### config.mk
export PLATFORM = sky130hd
export DESIGN_NAME = sign_extend_flat
export DESIGN_NICKNAME = d
export VERILOG_FILES = /design/src/rtl/sign_extend_pkg.sv /design/src/rtl/sign_extend_if.sv /design/src/rtl/sign_extend_core.sv /design/src/rtl/sign_extend.sv /design/src/flat_wrapper.sv
export SDC_FILE = /design/constraint.sdc
export NUM_CORES = 1
export LEC_CHECK = 0
export ABC_AREA = 0
export BUFFER_PORTS_ARGS = -buffer_cell sky130_fd_sc_hd__buf_2
export CAP_MARGIN = 10
export CORE_MARGIN = 8
export CORE_UTILIZATION = 30
export CTS_CLUSTER_DIAMETER = 80
export DETAILED_ROUTE_END_ITERATION = 10
export SLEW_MARGIN = 10
export SYNTH_ARGS = -nofsm -noshare
export SYNTH_HDL_FRONTEND = slang
export SYNTH_SLANG_ARGS = --single-unit
### constraint.sdc
create_clock -name clk -period 1.4 [get_ports clk]
set_input_delay 0.21 -clock clk [delete_from_list [all_inputs] [get_ports clk]]
set_output_delay 0.21 -clock clk [all_outputs]
set_load 0.01 [all_outputs]
### src/rtl/sign_extend_pkg.sv
// Shared widths and registered-path extension modes for the immediate extender.
package sign_extend_pkg;

   localparam int IN_W_DEF  = 16;
   localparam int OUT_W_DEF = 32;

   typedef enum logic [1:0] {
      SEXT   = 2'b00,
      ZEXT   = 2'b01,
      UPPER  = 2'b10,
      BRANCH = 2'b11
   } mode_e;

endpackage

### src/rtl/sign_extend_if.sv
// Immediate extender bus: raw field and mode in, combinational and registered results out.
interface sign_extend_if
   import sign_extend_pkg::*;
#(
   parameter int IN_W  = IN_W_DEF,
   parameter int OUT_W = OUT_W_DEF
);

   logic [IN_W-1:0]  Instr;
   logic [OUT_W-1:0] Signlmm;
   logic             in_valid;
   logic [1:0]       mode;
   logic [OUT_W-1:0] imm_q;
   logic             imm_valid_q;

   modport master (
      output Instr, in_valid, mode,
      input  Signlmm, imm_q, imm_valid_q
   );

   modport slave (
      input  Instr, in_valid, mode,
      output Signlmm, imm_q, imm_valid_q
   );

endinterface

### src/rtl/sign_extend_core.sv
// Combinational immediate extender: sign, zero, upper-placed or branch-offset form.
// Zero latency; no flow control.
module sign_extend_core
   import sign_extend_pkg::*;
#(
   parameter int IN_W  = IN_W_DEF,
   parameter int OUT_W = OUT_W_DEF
) (
   input  logic [IN_W-1:0]  instr,
   input  logic [1:0]       mode,
   output logic [OUT_W-1:0] ext
);

   logic [OUT_W-1:0] sext;

   assign sext = {{(OUT_W-IN_W){instr[IN_W-1]}}, instr};

   always_comb begin
      ext = sext;
      case (mode)
         SEXT:    ext = sext;
         ZEXT:    ext = {{(OUT_W-IN_W){1'b0}}, instr};
         UPPER:   ext = {instr, {(OUT_W-IN_W){1'b0}}};
         // Word-aligned branch offset; top two sign copies fall off the end.
         BRANCH:  ext = {sext[OUT_W-3:0], 2'b00};
         default: ext = sext;
      endcase
   end

endmodule

### src/rtl/sign_extend.sv
// Immediate extender: Signlmm is combinational sign extension; imm_q is the mode-selected
// value registered one cycle after a valid input. Accepts every cycle, no backpressure.
module sign_extend
   import sign_extend_pkg::*;
#(
   parameter int IN_W  = IN_W_DEF,
   parameter int OUT_W = OUT_W_DEF
) (
   input  logic         clk,
   input  logic         rst_n,
   sign_extend_if.slave bus
);

   generate
      if (OUT_W < IN_W + 2) begin : g_width_check
         $error("sign_extend: OUT_W must be at least IN_W + 2");
      end
   endgenerate

   logic [OUT_W-1:0] imm_next;

   sign_extend_core #(
      .IN_W  (IN_W),
      .OUT_W (OUT_W)
   ) u_comb_ext (
      .instr (bus.Instr),
      .mode  (SEXT),
      .ext   (bus.Signlmm)
   );

   sign_extend_core #(
      .IN_W  (IN_W),
      .OUT_W (OUT_W)
   ) u_reg_ext (
      .instr (bus.Instr),
      .mode  (bus.mode),
      .ext   (imm_next)
   );

   // imm_q only loads on valid, so mode is never looked at while idle.
   always_ff @(posedge clk or negedge rst_n) begin
      if (!rst_n) begin
         bus.imm_q       <= '0;
         bus.imm_valid_q <= 1'b0;
      end else begin
         bus.imm_valid_q <= bus.in_valid;
         if (bus.in_valid) begin
            bus.imm_q <= imm_next;
         end
      end
   end

endmodule

### src/flat_wrapper.sv
// flat-port wrapper written by rule: the top's interface ports become plain ports
module sign_extend_flat import sign_extend_pkg::*;
#(
   parameter int IN_W  = IN_W_DEF,
   parameter int OUT_W = OUT_W_DEF
)
  (clk, rst_n, bus_Instr, bus_in_valid, bus_mode, bus_Signlmm, bus_imm_q, bus_imm_valid_q);
  sign_extend_if #(.IN_W(IN_W), .OUT_W(OUT_W)) bus_i ();
  input  logic clk;
  input  logic rst_n;
  input wire logic [$bits(bus_i.Instr)-1:0] bus_Instr;
  input wire logic [$bits(bus_i.in_valid)-1:0] bus_in_valid;
  input wire logic [$bits(bus_i.mode)-1:0] bus_mode;
  output wire logic [$bits(bus_i.Signlmm)-1:0] bus_Signlmm;
  output wire logic [$bits(bus_i.imm_q)-1:0] bus_imm_q;
  output wire logic [$bits(bus_i.imm_valid_q)-1:0] bus_imm_valid_q;
  assign bus_i.Instr = bus_Instr;
  assign bus_i.in_valid = bus_in_valid;
  assign bus_i.mode = bus_mode;
  assign bus_Signlmm = bus_i.Signlmm;
  assign bus_imm_q = bus_i.imm_q;
  assign bus_imm_valid_q = bus_i.imm_valid_q;
  sign_extend #(.IN_W(IN_W), .OUT_W(OUT_W)) u_core (.clk(clk), .rst_n(rst_n), .bus(bus_i));
endmodule
==> results of run 1 <==
worst register-to-register path, delay by kind of cell (launching register included):
kind | cells | cell delay [ns]
AND/OR/NAND/NOR | 1 | 0.13
AO/OA/AOI/OAI | 1 | 0.05
flip-flops | 1 | 0.38
flip-flops by register name, indices dropped and copies added, names as in the netlist:
name                    count
u_core.bus.imm_q           32
u_core.bus.imm_valid_q      1
cell type report:
type | count | area [sq um]
fill | 623 | 3630
sequential | 33 | 826
multi-input combinational | 113 | 604
timing repair buffer | 91 | 498
tap | 75 | 93.8
clock buffer | 7 | 86.3
clock inverter | 1 | 30.0
inverter | 3 | 11.3
layer usage:
| layer | track usage [%] | vias up | part of all wire [%] |
|---|---|---|---|
| li1 | - | 723 | - |
| met1 | 14.2 | 663 | 45 |
| met2 | 18.3 | 66 | 46 |
| met3 | 4.45 | 2 | 8.5 |
| met4 | 2.42 | 0 | 0.32 |
| met5 | 0 | - | 0 |
stage by stage:
step	setup slack [ns]	power [mW]	instance area, sq um	utilization [%]
after floorplan	0.326	1.44	1750	-
after global placement	0.157	1.65	2020	35.0
after detailed placement	0.113	1.66	2020	35.0
after CTS	0.343	2.59	2150	37.2
after global routing	0.314	2.71	2150	37.2
final	0.363	2.55	2150	37.2
cell families (layout without fill, tap and decap cells):
group,count (synthesis),count (layout)
buf+inv,48,102
simple gates,71,71
mux,1,1
flops,33,33
compound gates,41,41
cell usage after synthesis (all sizes together):
cell type,number,area share [%]
buf,43,17
dfrtp,33,47
nor2,30,6.4
a31oi,21,7.9
a21oi,15,4.3
nand2,14,3.0
nand2b,8,2.9
nand3,8,2.3
and2b,6,2.6
o21ai,4,1.8
inv,3,0.64
clkbuf,2,0.43
nand3b,2,0.86
nor2b,2,1.1
a22oi,1,0.43
and2,1,0.36
mux2,1,0.64
report_power, final:
part	switching (mW)	internal (mW)	total, mW
sequential	0.0496	1.05	1.10
combinational	0.311	0.215	0.526
clock	0.344	0.580	0.925
worst max path at each step:
stage / from / to / slack (ns) / depth (start not counted)
4_1_cts: u_core.bus.imm_q[28] / bus_imm_q[28] / 0.34 / 1
5_1_grt: bus_mode[1] / u_core.bus.imm_q[19] / 0.31 / 4
2_1_floorplan: bus_mode[0] / u_core.bus.imm_q[16] / 0.33 / 4
3_5_place_dp: bus_mode[1] / u_core.bus.imm_q[28] / 0.11 / 4
6_report: u_core.bus.imm_q[28] / bus_imm_q[28] / 0.36 / 1
3_3_place_gp: bus_mode[0] / u_core.bus.imm_q[20] / 0.16 / 4
==> out/qor.txt, run 1 <==
worst-margin pin slew: 0.405 ns
row count: 28
first-pass GRT wire length: 7.80 mm
Setup Crit Path Kind: reg -> out
register area share after synthesis: 47.1%
number of max-cap violations: 0
fraction of layout cells with a size suffix above 1: 40.7%
final worst path period need: 1.04 ns
area grow syn2layout: 22.7%
Leakage: 1.04 nW
die area: 8540 sq um
Die Y: 92.4 um
hold depth: 3
largest family of logic cells by synthesized area: simple AND/OR/NAND/NOR gates
Critical Path RT: 1.19 ns
commonest non-fill, non-tap cell in the layout: buf_2
Final Setup Violations: 0
gr ovfl total: 0
DP Cell Count: 314
CTS Buf Count: 5
Post-Synthesis Cell Area: 1750 sq um
Synth Area in Adders: 0%
Post-Route WL: 4.75 mm
Synth Area in Compound Gates: 14.4%
commonest non-fill, non-tap cells in the layout: buf_2, dfrtp_1, nor2_1
Hold Crit Class: in -> reg
Worst path max stage delay: 0.40 ns
Synth cell types: 23
post-synthesis register bit count: 33
DRT iter0 DRCs: 61
dpl hpwl: 3.56 mm
clk sink count: 33
Routed WL per cell: 14.7 um
Worst Setup Start Kind: flop
FF-to-FF setup slack: 0.71 ns
Max VDD drop: 0.527 mV
Setup Skew: 0 ns
Synth Warn #: 0
Final period util: 74.0%
core region area: 5780 sq um
CP endpoint kind: primary output
crit-path cells: buf_2
IO Pins: 86
CP max stage cell: dfrtp_1
H-tree lvl count: 2
die width: 92.4 um
vias: 1454
TritonCTS clock tree: built
initial antenna violation count: 0
largest net degree at the start of global routing: 66
Placer Congestion: 0.775
Synth Instances: 194
Via density: 4.50
gr usage total: 11.4%
Avg Inst Size Synth: 9.03 sq um
DRC: 0
Clock Tree Root: clkbuf_8
Hold Path End: u_core.bus.imm_q[18]
mux contribution to synthesized area: 0.643%
Buf+Inv Stages, Crit Path: 1
worst skew pair latency: 0.27 ns
CP delay by family, top: flip-flops
simple-gate area share of the yosys netlist: 19.5%
Pins Over Slew Limit: 0
Min-Delay Startpoint: bus_Instr[2]
FMAX: 965 MHz
Hold Slack: 0.220 ns
FF-to-FF path depth: 2
status: completed
RSZ-0062 raised after global routing: false
clk slew on worst S/H paths: 0.07 ns
Final Hold Viols: 0
setup_tns: 0 ns
n_diodes: 0
CP Max Fanout: 2
post-CTS setup buffers: 0
number of port buffers: 85
RR Endpoint: u_core.bus.imm_q[26]
Data arrival, critical path: 0.83 ns
post-cts gate resize count: 0
R2R Path Start: u_core.bus.imm_q[26]
drt first pass iters: 4
vias in the first global route: 1511
relative slew slack: 72.9%
Final nets: 268
filler-free cell count of the finished design: 323
power per cell area: 1190 nW/um^2
Synth Area in XOR/XNOR: 0%
ANT nets after route: 0
maximum buffer depth of the clock tree: 2
initial core utilization: 30.3%
Hold Buf Count CTS: 1
syn nets: 215
No activity file was read; power rests on OpenSTA's default activity.
==> run 2, diff against run 1 <==
- clock period: 1.4 -> 0.85 ns (I/O delays scaled with it)
==> out/qor.txt, run 2 (same netlist as run 1, synthesis figures left out) <==
fillers: 613 (-1.6%)
die width: 92.4 um (unchanged)
Hold Crit Class: in -> reg
commonest non-fill, non-tap cell in the layout: buf_2
area grow syn2layout: 41.8%
Via density: 4.44 (-1.4%)
power per cell area: 1810 nW/um^2 (+52%)
Worst Setup Start Kind: flop
CP max stage cell: dfrtp_1
IO Pins: 86 (unchanged)
CTS Buf Count: 5 (unchanged)
setup ws final: -0.102 ns (-0.465 ns)
Routed WL per cell: 14.0 um (-4.6%)
multi-input logic area: 612 sq um (+1.2%)
Final nets: 299 (+12%)
Final period util: 112%
gr ovfl total: 0 (unchanged)
vias: 1572 (+8.1%)
number of port buffers: 85 (unchanged)
largest net degree at the start of global routing: 35 (-47%)
worst skew pair latency: 0.28 ns (about the same)
clk sink count: 33 (unchanged)
status: finished with violations
Max VDD drop: 0.752 mV (+43%)
RSZ-0062 raised after global routing: true
Setup Skew: 0 ns (unchanged)
clk slew on worst S/H paths: 0.07 ns (about the same)
commonest non-fill, non-tap cells in the layout: buf_2, dfrtp_1, buf_4
die area: 8540 sq um (unchanged)
final worst path period need: 0.952 ns
row count: 28 (unchanged)
most flop-heavy register: u_core.bus.imm_q
dpl hpwl: 3.64 mm (+2.1%)
biggest regs: u_core.bus.imm_q x32, u_core.bus.imm_valid_q x1
fraction of layout cells with a size suffix above 1: 48.4% (+7.7 points)
TritonCTS clock tree: built
failing checks: negative setup slack
worst-margin pin slew: 0.305 ns (-0.0996 ns)
initial core utilization: 30.3% (unchanged)
Placer Congestion: 0.703 (-9.3%)
number of max-cap violations: 0 (unchanged)
DRC: 0 (unchanged)
core region area: 5780 sq um (unchanged)
crit-path cells: buf_2
ANT nets after route: 0 (unchanged)
Worst path max stage delay: 0.40 ns (about the same)
DRT iter0 DRCs: 107 (+75%)
Leakage: 1.23 nW (+18%)
vias in the first global route: 1580 (+4.6%)
Buf+Inv Stages, Crit Path: 1 (unchanged)
max reg flops: 32 (unchanged)
relative slew slack: 79.7% (+6.7 points)
first-pass GRT wire length: 7.94 mm (+1.8%)
gr usage total: 11.7% (+0.23 points)
CP Max Fanout: 2 (unchanged)
Pins Over Slew Limit: 0 (unchanged)
CP delay by family, top: flip-flops
Sequential Area: 826 sq um (unchanged)
H-tree lvl count: 2 (unchanged)
Critical Path RT: 0.72 ns (-0.47 ns)
drt first pass iters: 4 (unchanged)
Final Hold Viols: 0 (unchanged)
Final Total Pwr: 4.49 mW (+76%)
initial antenna violation count: 0 (unchanged)
FMAX: 1050 MHz
Final Setup Violations: 34 (+34)
Setup Crit Path Kind: reg -> out
Clock Tree Root: clkbuf_8
Die Y: 92.4 um (unchanged)
maximum buffer depth of the clock tree: 2 (unchanged)
Place WS: -0.240 ns (-0.353 ns)
CP endpoint kind: primary output
Data arrival, critical path: 0.82 ns (about the same)
Post-Route WL: 4.97 mm (+4.6%)
n_diodes: 0 (unchanged)
==> run 2: cell types whose count changed in the layout (fill, tap and decap cells not counted) <==
cell,previous run,this run
and2_1,1,0
and2_4,0,1
buf_12,2,5
buf_2,85,76
buf_4,3,31
buf_6,0,9
nor2_1,30,28
nor2_2,0,2
==> run 2: repair_timing <==
| item | 4_1_cts | 5_1_grt |
|---|---|---|
| resized for setup | 7 | 5 |
| buffers inserted | 14 | 9 |
| setup endpoints to repair | 33 | 34 |
| hold buffers | 1 | 0 |
| endpoints found under the hold margin | 33 | 0 |
| pin swaps | 0 | 1 |
==> run 2: worst paths after layout <==
kind,start,end,slack (ns),cells after the start
min reg2reg,u_core.bus.imm_q[31],u_core.bus.imm_q[31],0.53,2
min,bus_Instr[6],u_core.bus.imm_q[22],0.12,3
min in group asynchronous,rst_n,u_core.bus.imm_q[1],0.32,3
max,u_core.bus.imm_q[12],bus_imm_q[12],-0.10,1
max reg2reg,u_core.bus.imm_q[2],u_core.bus.imm_q[2],-0.02,4
max in group asynchronous,rst_n,u_core.bus.imm_q[23],0.34,3
==> run 2: tightest hold or removal path, cell delays in order <==
cell     delay [ns]
buf_2          0.12
nand2_1        0.05
a31oi_1        0.07
==> run 2: power by group <==
group / switching [mW] / leakage [nW] / internal (mW)
Sequential: 0.0887 / 0.389 / 1.73
Combinational: 0.555 / 0.782 / 0.582
Clock: 0.581 / 0.0585 / 0.956
==> run 2: area by class of cell <==
cell class | count | share of cell area, %
Clock inverter | 1 | 1.21
Timing Repair Buffer | 122 | 33.2
Tap cell | 75 | 3.78
Sequential cell | 33 | 33.2
Multi-Input combinational cell | 113 | 24.6
Inverter | 3 | 0.453
Clock buffer | 7 | 3.48
==> run 2: metrics by stage <==
stage                     setup TNS [ns]  area, sq um  instances  hold slack [ns]  utilization, %
after global routing               -3.80         2480        354            0.129            43.0
after floorplan                   -0.600         1760        194           -0.168               -
after detailed placement           -3.60         2110        322            0.101            36.5
after CTS                          -2.95         2380        345            0.113            41.2
after global placement             -3.41         2110        322            0.101            36.5
final                              -2.58         2480        354            0.124            43.0
==> run 2: metal layers <==
metal / global-route usage (%) / up-vias / part of all wire [%]
met3: 4.13 / 8 / 6.6
met4: 3.62 / 0 / 1.6
li1: - / 782 / -
met2: 19.7 / 51 / 50
met1: 13.5 / 731 / 42
met5: 0 / - / 0
==> run 3, diff against run 2 <==
- SKIP_LAST_GASP: not set -> 1
==> out/qor.txt, run 3 (same netlist as run 1, synthesis figures left out) <==
worst-margin pin slew: 0.305 ns (-0.0000712 ns)
Die Y: 92.4 um (unchanged)
GRT met1 Usage: 13.5% (unchanged)
final worst path period need: 0.949 ns (-0.00219 ns)
CP max stage cell: dfrtp_1
failing checks: negative setup slack
vias: 1559 (-0.83%)
drt first pass iters: 4 (unchanged)
gr usage total: 11.7% (unchanged)
vias in the first global route: 1580 (unchanged)
crit-path cells: buf_2
gr ovfl total: 0 (unchanged)
setup_tns: -2.51 ns (+0.0730 ns)
Data arrival, critical path: 0.82 ns (about the same)
max reg flops: 32 (unchanged)
Final period util: 112% (-0.26 points)
largest net degree at the start of global routing: 35 (unchanged)
biggest regs: u_core.bus.imm_q x32, u_core.bus.imm_valid_q x1
Pins Over Slew Limit: 0 (unchanged)
relative slew slack: 79.7% (about the same)
first-pass GRT wire length: 7.94 mm (unchanged)
Final nets: 299 (unchanged)
commonest non-fill, non-tap cells in the layout: buf_2, dfrtp_1, buf_4
Worst Setup Start Kind: flop
clk slew on worst S/H paths: 0.07 ns (about the same)
DRC: 0 (unchanged)
DP Cell Count: 322 (unchanged)
met2 global-route usage: 19.7% (unchanged)
CP Max Fanout: 2 (unchanged)
die area: 8540 sq um (unchanged)
Final Hold Viols: 0 (unchanged)
clk sink count: 33 (unchanged)
TritonCTS clock tree: built
CTS Buf Count: 5 (unchanged)
Final Total Pwr: 4.48 mW (-0.27%)
Hold Slack: 0.126 ns (+0.00221 ns)
maximum buffer depth of the clock tree: 2 (unchanged)
worst skew pair latency: 0.28 ns (about the same)
RSZ-0062 raised after global routing: true
H-tree lvl count: 2 (unchanged)
filler-free cell count of the finished design: 354 (unchanged)
Setup Skew: 0 ns (unchanged)
status: finished with violations
Max VDD drop: 0.752 mV (about the same)
GR peak layer: met2
DRT iter0 DRCs: 94 (-12%)
Worst path max stage delay: 0.40 ns (about the same)
number of max-cap violations: 0 (unchanged)
Via density: 4.40 (-0.83%)
Buf+Inv Stages, Crit Path: 1 (unchanged)
fraction of layout cells with a size suffix above 1: 47.7% (-0.72 points)
number of port buffers: 85 (unchanged)
core region area: 5780 sq um (unchanged)
setup ws final: -0.0993 ns (+0.00219 ns)
initial antenna violation count: 0 (unchanged)
n_diodes: 0 (unchanged)
FMAX: 1050 MHz (+0.23%)
Hold Crit Class: in -> reg
Setup Crit Path Kind: reg -> out
ANT nets after route: 0 (unchanged)
IO Pins: 86 (unchanged)
commonest non-fill, non-tap cell in the layout: buf_2
initial core utilization: 30.3% (unchanged)
Critical Path RT: 0.72 ns (about the same)
CP delay by family, top: flip-flops
most flop-heavy register: u_core.bus.imm_q
Routed WL per cell: 13.9 um (-0.70%)
Post-Route WL: 4.93 mm (-0.70%)
Leakage: 1.23 nW (about the same)
power per cell area: 1810 nW/um^2 (about the same)
Placer Congestion: 0.703 (unchanged)
Final Setup Violations: 34 (unchanged)
die width: 92.4 um (unchanged)
CP endpoint kind: primary output
grt met3 use: 4.13% (unchanged)
row count: 28 (unchanged)
area grow syn2layout: 41.5%
dpl hpwl: 3.64 mm (unchanged)
Clock Tree Root: clkbuf_8
run 3: changes by cell type in the layout (fill, tap and decap cells not counted):
cell | previous run | this run
nor2_1 | 28 | 30
nor2_2 | 2 | 0
run 3: final cells by class:
type	count	area [sq um]
Fill cell	612	3300
Clock inverter	1	30.0
Timing Repair Buffer	122	825
Sequential cell	33	826
Tap cell	75	93.8
Multi-Input combinational cell	113	607
Clock buffer	7	86.3
Inverter	3	11.3
run 3: through the flow:
step	utilization [%]	setup WS [ns]	cell area (sq um)
finish	42.9	-0.0993	2480
floorplan	-	-0.0555	1760
global placement	36.5	-0.204	2110
CTS	41.2	-0.117	2380
detailed placement	36.5	-0.240	2110
global route	42.9	-0.141	2480
run 3: power breakdown:
| part | internal, mW | leakage [nW] | total [mW] | switching (mW) |
|---|---|---|---|---|
| sequential | 1.73 | 0.389 | 1.82 | 0.0889 |
| combinational | 0.581 | 0.782 | 1.13 | 0.552 |
| clock | 0.956 | 0.0585 | 1.53 | 0.574 |
run 3: tightest hold or removal path, cell delays in order:
cell and delay (ns):
buf_2 0.12, nand2_1 0.05, a31oi_1 0.07
run 3: routing by layer:
metal / part of all wire (%) / vias up
met5: 0 / -
met4: 1.6 / 0
met3: 6.2 / 8
met2: 49 / 44
met1: 43 / 723
li1: - / 784
run 3: repair_timing:
| item | 4_1_cts | 5_1_grt |
|---|---|---|
| hold buffers | 1 | 0 |
| endpoints found under the setup margin | 33 | 34 |
| hold endpoints to repair | 33 | 0 |
| gates resized for setup | 7 | 3 |
| pin swaps | 0 | 1 |
| setup buffers | 14 | 9 |
run 3: final timing paths:
check | to | depth (start not counted) | slack [ns] | start
worst max-delay path | bus_imm_q[12] | 1 | -0.1 | u_core.bus.imm_q[12]
worst min-delay path | u_core.bus.imm_q[22] | 3 | 0.13 | bus_Instr[6]
worst max register to register | u_core.bus.imm_q[2] | 4 | -0.02 | u_core.bus.imm_q[2]
worst min register to register | u_core.bus.imm_q[31] | 2 | 0.53 | u_core.bus.imm_q[31]
max in group asynchronous | u_core.bus.imm_q[23] | 3 | 0.34 | rst_n
min in group asynchronous | u_core.bus.imm_q[1] | 3 | 0.33 | rst_n
